$ cat src/rtl/pipe_stage_chain.sv
// Elastic pipeline register: STAGES chained stages, each a main register plus a skid
// entry, so in_ready comes straight from a flop. Supports flush and occupancy counting.
module pipe_stage_chain #(
  parameter int                 WIDTH  = 32,
  parameter int                 STAGES = 1,
  parameter logic [WIDTH-1:0]   BUBBLE = '0,
  parameter int                 OCC_W  = $clog2(2*STAGES+1)
) (
  input  logic             clk,
  input  logic             reset,
  input  logic             flush,
  input  logic             in_valid,
  output logic             in_ready,
  input  logic [WIDTH-1:0] in_data,
  output logic             out_valid,
  input  logic             out_ready,
  output logic [WIDTH-1:0] out_data,
  output logic [OCC_W-1:0] occupancy
);

  // state | meaning
  // EMPTY | no entries; main and skid hold BUBBLE
  // ONE   | main holds the head entry, skid empty
  // TWO   | main holds the head, skid the next; input stalled
  typedef enum logic [1:0] {EMPTY, ONE, TWO} stage_state_t;

  // Index k is the handshake into stage k; index STAGES is the chain output.
  logic [STAGES:0]            vld;
  logic [STAGES:0]            rdy;
  logic [STAGES:0][WIDTH-1:0] dat;

  assign vld[0]      = in_valid;
  assign dat[0]      = in_data;
  assign in_ready    = rdy[0];
  assign out_valid   = vld[STAGES];
  assign out_data    = dat[STAGES];
  assign rdy[STAGES] = out_ready;

  for (genvar k = 0; k < STAGES; k++) begin : g_stage
    stage_state_t     state, state_n;
    logic [WIDTH-1:0] main_q, main_n;
    logic [WIDTH-1:0] skid_q, skid_n;
    logic             rdy_q;
    logic             acc, emt;

    assign acc        = vld[k] & rdy_q;
    assign emt        = (state != EMPTY) & rdy[k+1];
    assign rdy[k]     = rdy_q;
    assign vld[k+1]   = (state != EMPTY);
    assign dat[k+1]   = main_q;

    always_comb begin
      state_n = state;
      main_n  = main_q;
      skid_n  = skid_q;
      case (state)
        EMPTY: begin
          if (acc) begin
            state_n = ONE;
            main_n  = dat[k];
          end
        end
        ONE: begin
          if (acc && !emt) begin
            state_n = TWO;
            skid_n  = dat[k];
          end else if (emt && !acc) begin
            state_n = EMPTY;
            main_n  = BUBBLE;
          end else if (acc && emt) begin
            main_n  = dat[k];
          end
        end
        TWO: begin
          if (emt) begin
            state_n = ONE;
            main_n  = skid_q;
            skid_n  = BUBBLE;
          end
        end
        default: begin
          state_n = EMPTY;
          main_n  = BUBBLE;
          skid_n  = BUBBLE;
        end
      endcase
    end

    always_ff @(posedge clk) begin
      if (reset || flush) begin
        state  <= EMPTY;
        main_q <= BUBBLE;
        skid_q <= BUBBLE;
        rdy_q  <= 1'b1;
      end else begin
        state  <= state_n;
        main_q <= main_n;
        skid_q <= skid_n;
        rdy_q  <= (state_n != TWO);
      end
    end
  end

  logic acc_top, emt_top;
  assign acc_top = in_valid & in_ready;
  assign emt_top = out_valid & out_ready;

  always_ff @(posedge clk) begin
    if (reset || flush) begin
      occupancy <= '0;
    end else begin
      occupancy <= occupancy + OCC_W'(acc_top) - OCC_W'(emt_top);
    end
  end

endmodule

$ cat config.mk
export PLATFORM = sky130hd
export DESIGN_NAME = pipe_stage_chain
export DESIGN_NICKNAME = d
export VERILOG_FILES = /design/src/rtl/pipe_stage_chain.sv
export SDC_FILE = /design/constraint.sdc
export NUM_CORES = 1
export LEC_CHECK = 0
export CORE_MARGIN = 4
export CORE_UTILIZATION = 50
export CTS_CLUSTER_DIAMETER = 40
export DETAILED_ROUTE_END_ITERATION = 10
export PLACE_DENSITY = 0.79
export SYNTH_ARGS = -nofsm -noshare
export SYNTH_HDL_FRONTEND = slang
export SYNTH_SLANG_ARGS = --single-unit
$ cat constraint.sdc
create_clock -name clk -period 4.49 [get_ports clk]
set_input_delay 1.347 -clock clk [delete_from_list [all_inputs] [get_ports clk]]
set_output_delay 1.347 -clock clk [all_outputs]
set_load 0.005 [all_outputs]
==> results.yml <==
run_status:
  status: "finished, final reports clean"
sta:
  finalCritPeriodShare_pct: 74.3
  fmax_mhz: 300
  drv_slew: 0
  setup_viol_count_final: 0
  max-slew-margin-rel_pct: 32.8
  tns_ns: 0
  rsz0062_at_grt: "false"
  period_needed_ns: 3.34
  hold_violations: 0
  layout_setup_ws_ns: 1.15
  max_slew.worst_pin.slew_ns: 1.01
  finalClockSkew_ns: 0.0103
die:
  initial_utilization_pct: 51.5
  dieArea_um2: 7940
  die_h_um: 89.1
  core_area_um2: 6390
  io_pins: 73
  rows: 29
  die_w_um: 89.1
clocking:
  cts_buffer_depth: 2
  hold_buffers: 0
  cts_tree: "built"
  cts_sinks: 69
  cts_root_buf: "clkbuf_8"
  cts_buffers: 9
  ctsResizeCount: 0
  htree_levels: 3
  clock_latency_ns: 0.34
  cts_setup_buffers: 0
  path_clk_slew_ns: 0.07
grt:
  grt_pass1_wl_um: 13600
  grt_max_degree: 45
  grt_pass1_vias: 2824
  grt_usage_pct: 21.7
  antenna_found_initial: 0
  grt-ovfl-total: 0
routing:
  wirelength_um: 8400
  wire_per_inst_um: 18.0
  ant_nets: 0
  viasPerCell: 6.22
  drc: 0
  drt_first_iter_violations: 235
  via_count: 2904
  firstDrtPassIters: 5
placed_design:
  place.gp.congestion: 0.745
  pre_cts_ws_ns: 0.817
  io_buffers: 72
  dpl_cell_area_um2: 3980
  placed_cells: 451
  dpl.hpwl_um: 4980
run:
  drv_cap: 0
logic_synthesis:
  ys_top_cells_by_count: "dfxtp_1 (69), nand2_1 (36), a21oi_1 (33)"
  async_reset_ff_share_pct: 0
  synth_top_area_share_pct: 42.0
  syn_area_um2: 3290
  ys.flop_type: "dfxtp_1"
  yosys_warnings: 0
  synth_most_common_cell: "dfxtp_1"
  ys_top_cells_by_area: "dfxtp_1 (42%), o32ai_2 (15%), nand4b_1 (8.5%)"
  syn_inst: 336
  syn-num-nets: 377
  yosysSeqAreaShare_pct: 42.0
  syn_avg_cell_area_um2: 9.79
  synth_enable_flop_cells: 0
  synth_area_leader_cell: "dfxtp_1"
  ys_types: 30
  synth_seq_cells: 69
critical_path:
  max_stage_delay_ns: 0.84
  critPathRequiredTime_ns: 4.72
  arrival_ns: 3.57
  endpoint: "out_data[21]"
  path_cells: "clkdlybuf4s50_1, o21ai_2, buf_4, nand3_2, o32ai_1"
  end_kind: "flop"
  reg2reg_to: "out_data[23]"
  r2r_start: "g_stage[0].state[0]"
  worstRegToRegCells: 7
  reg2reg_slack_ns: 1.73
  cp_max_fo: 33
  cp-start-kind: "input pin"
  cp-startpoint: "out_ready"
  crit_slowest_cell: "nand3_2"
  path_class: "in -> reg"
power_and_ir_drop:
  leakagePower_nw: 1.39
  ir_drop_mv: 0.188
  powerDensity_nw_per_um2: 339
finish:
  num_antenna_cells: 0
  fill_cells: 527
  nNetsFinal: 426
  finish.instance_area_um2: 4220
  fin_util_pct: 66.1
  syn_to_final_growth_pct: 28.3
  stdcell_count: 467
  drive_above_1_share_pct: 15.6
hold_path:
  hold_path_class: "reg -> reg"
## critical path: cells and delay by family
| kind | cells | cell delay [ns] |
|---|---|---|
| AO/OA/AOI/OAI | 2 | 0.51 |
| buffers and inverters | 2 | 0.85 |
| AND/OR/NAND/NOR | 1 | 0.84 |
## area by class of cell
class	instances	area [µm²]	share of cell area (%)
Clock buffer	12	145	3.44
Multi-Input combinational cell	222	1710	40.5
Sequential cell	69	1380	32.8
Tap cell	77	96.3	2.28
Inverter	3	11.3	0.267
Timing Repair Buffer	80	781	18.5
Clock inverter	4	95.1	2.25
## layout by cell type (no fill, tap or decap)
| cell | n |
|---|---|
| o21ai_2 | 1 |
| a21oi_4 | 1 |
| nor2_2 | 1 |
| nand2_1 | 36 |
| or3b_1 | 1 |
| buf_4 | 8 |
| clkbuf_8 | 10 |
| nor2b_2 | 1 |
| or2_2 | 2 |
| nand3_1 | 32 |
| and3_1 | 1 |
| dfxtp_2 | 1 |
| clkbuf_1 | 2 |
| a21oi_1 | 33 |
| o211a_4 | 1 |
| nand3_2 | 1 |
| o32ai_1 | 2 |
| or4b_1 | 1 |
| o32ai_2 | 30 |
| a22oi_1 | 32 |
| and2_1 | 2 |
| nor3_1 | 1 |
| nand3b_1 | 3 |
| xor2_1 | 1 |
| inv_1 | 3 |
| ha_1 | 4 |
| clkdlybuf4s50_1 | 72 |
| bufinv_16 | 3 |
| dfxtp_1 | 68 |
| nand4bb_1 | 1 |
| nor2_1 | 2 |
| nand4b_1 | 32 |
| clkinv_2 | 1 |
## power by group
group | total [mW] | leakage (nW) | switching (mW) | internal [mW]
sequential | 0.639 | 0.560 | 0.0129 | 0.626
clock | 0.617 | 0.121 | 0.233 | 0.384
combinational | 0.176 | 0.708 | 0.0902 | 0.0856
total | 1.43 | 1.39 | 0.336 | 1.10
## cells by family (layout without fill, tap and decap cells)
family | count (synthesis) | count (layout) | share of synthesized area, %
AOI/OAI and AO/OA | 100 | 100 | 28.8
buffers and inverters | 45 | 99 | 6.43
and+or+nand+nor | 117 | 117 | 21.0
DFF | 69 | 69 | 42.0
xor gates and xnor gates | 1 | 1 | 0.266
adders and majority gates | 4 | 4 | 1.52
## metrics by stage
stage	power, mW	hold slack, ns
after floorplan	0.751	0.444
after global placement	0.827	0.449
after detailed placement	0.829	0.456
after CTS	1.44	0.465
after global routing	1.48	0.480
final	1.43	0.464
## flip-flops by register name (all words and copies together), names as in the netlist
name            count
out_data           32
g_stage.state       2
g_stage.skid_q     32
in_ready            1
occupancy           2
## worst min-delay path by stage
stage | startpoint | to | slack, ns | depth (start not counted)
after CTS | g_stage[0].skid_q[30] | g_stage[0].skid_q[30] | 0.47 | 2
final | g_stage[0].skid_q[2] | g_stage[0].skid_q[2] | 0.46 | 2
after detailed placement | g_stage[0].skid_q[2] | g_stage[0].skid_q[2] | 0.46 | 2
after global placement | g_stage[0].skid_q[30] | g_stage[0].skid_q[30] | 0.45 | 2
after floorplan | g_stage[0].skid_q[28] | g_stage[0].skid_q[28] | 0.44 | 2
after global routing | g_stage[0].skid_q[2] | g_stage[0].skid_q[2] | 0.48 | 2
## routing by layer
metal	global-route usage [%]	part of all wire, %	wire (µm)
met1	28.5	43	3650
met2	35.0	48	4060
met3	4.33	6.3	527
met4	8.93	1.9	160
met5	0	0	0
No activity file was read; power rests on OpenSTA's default activity.
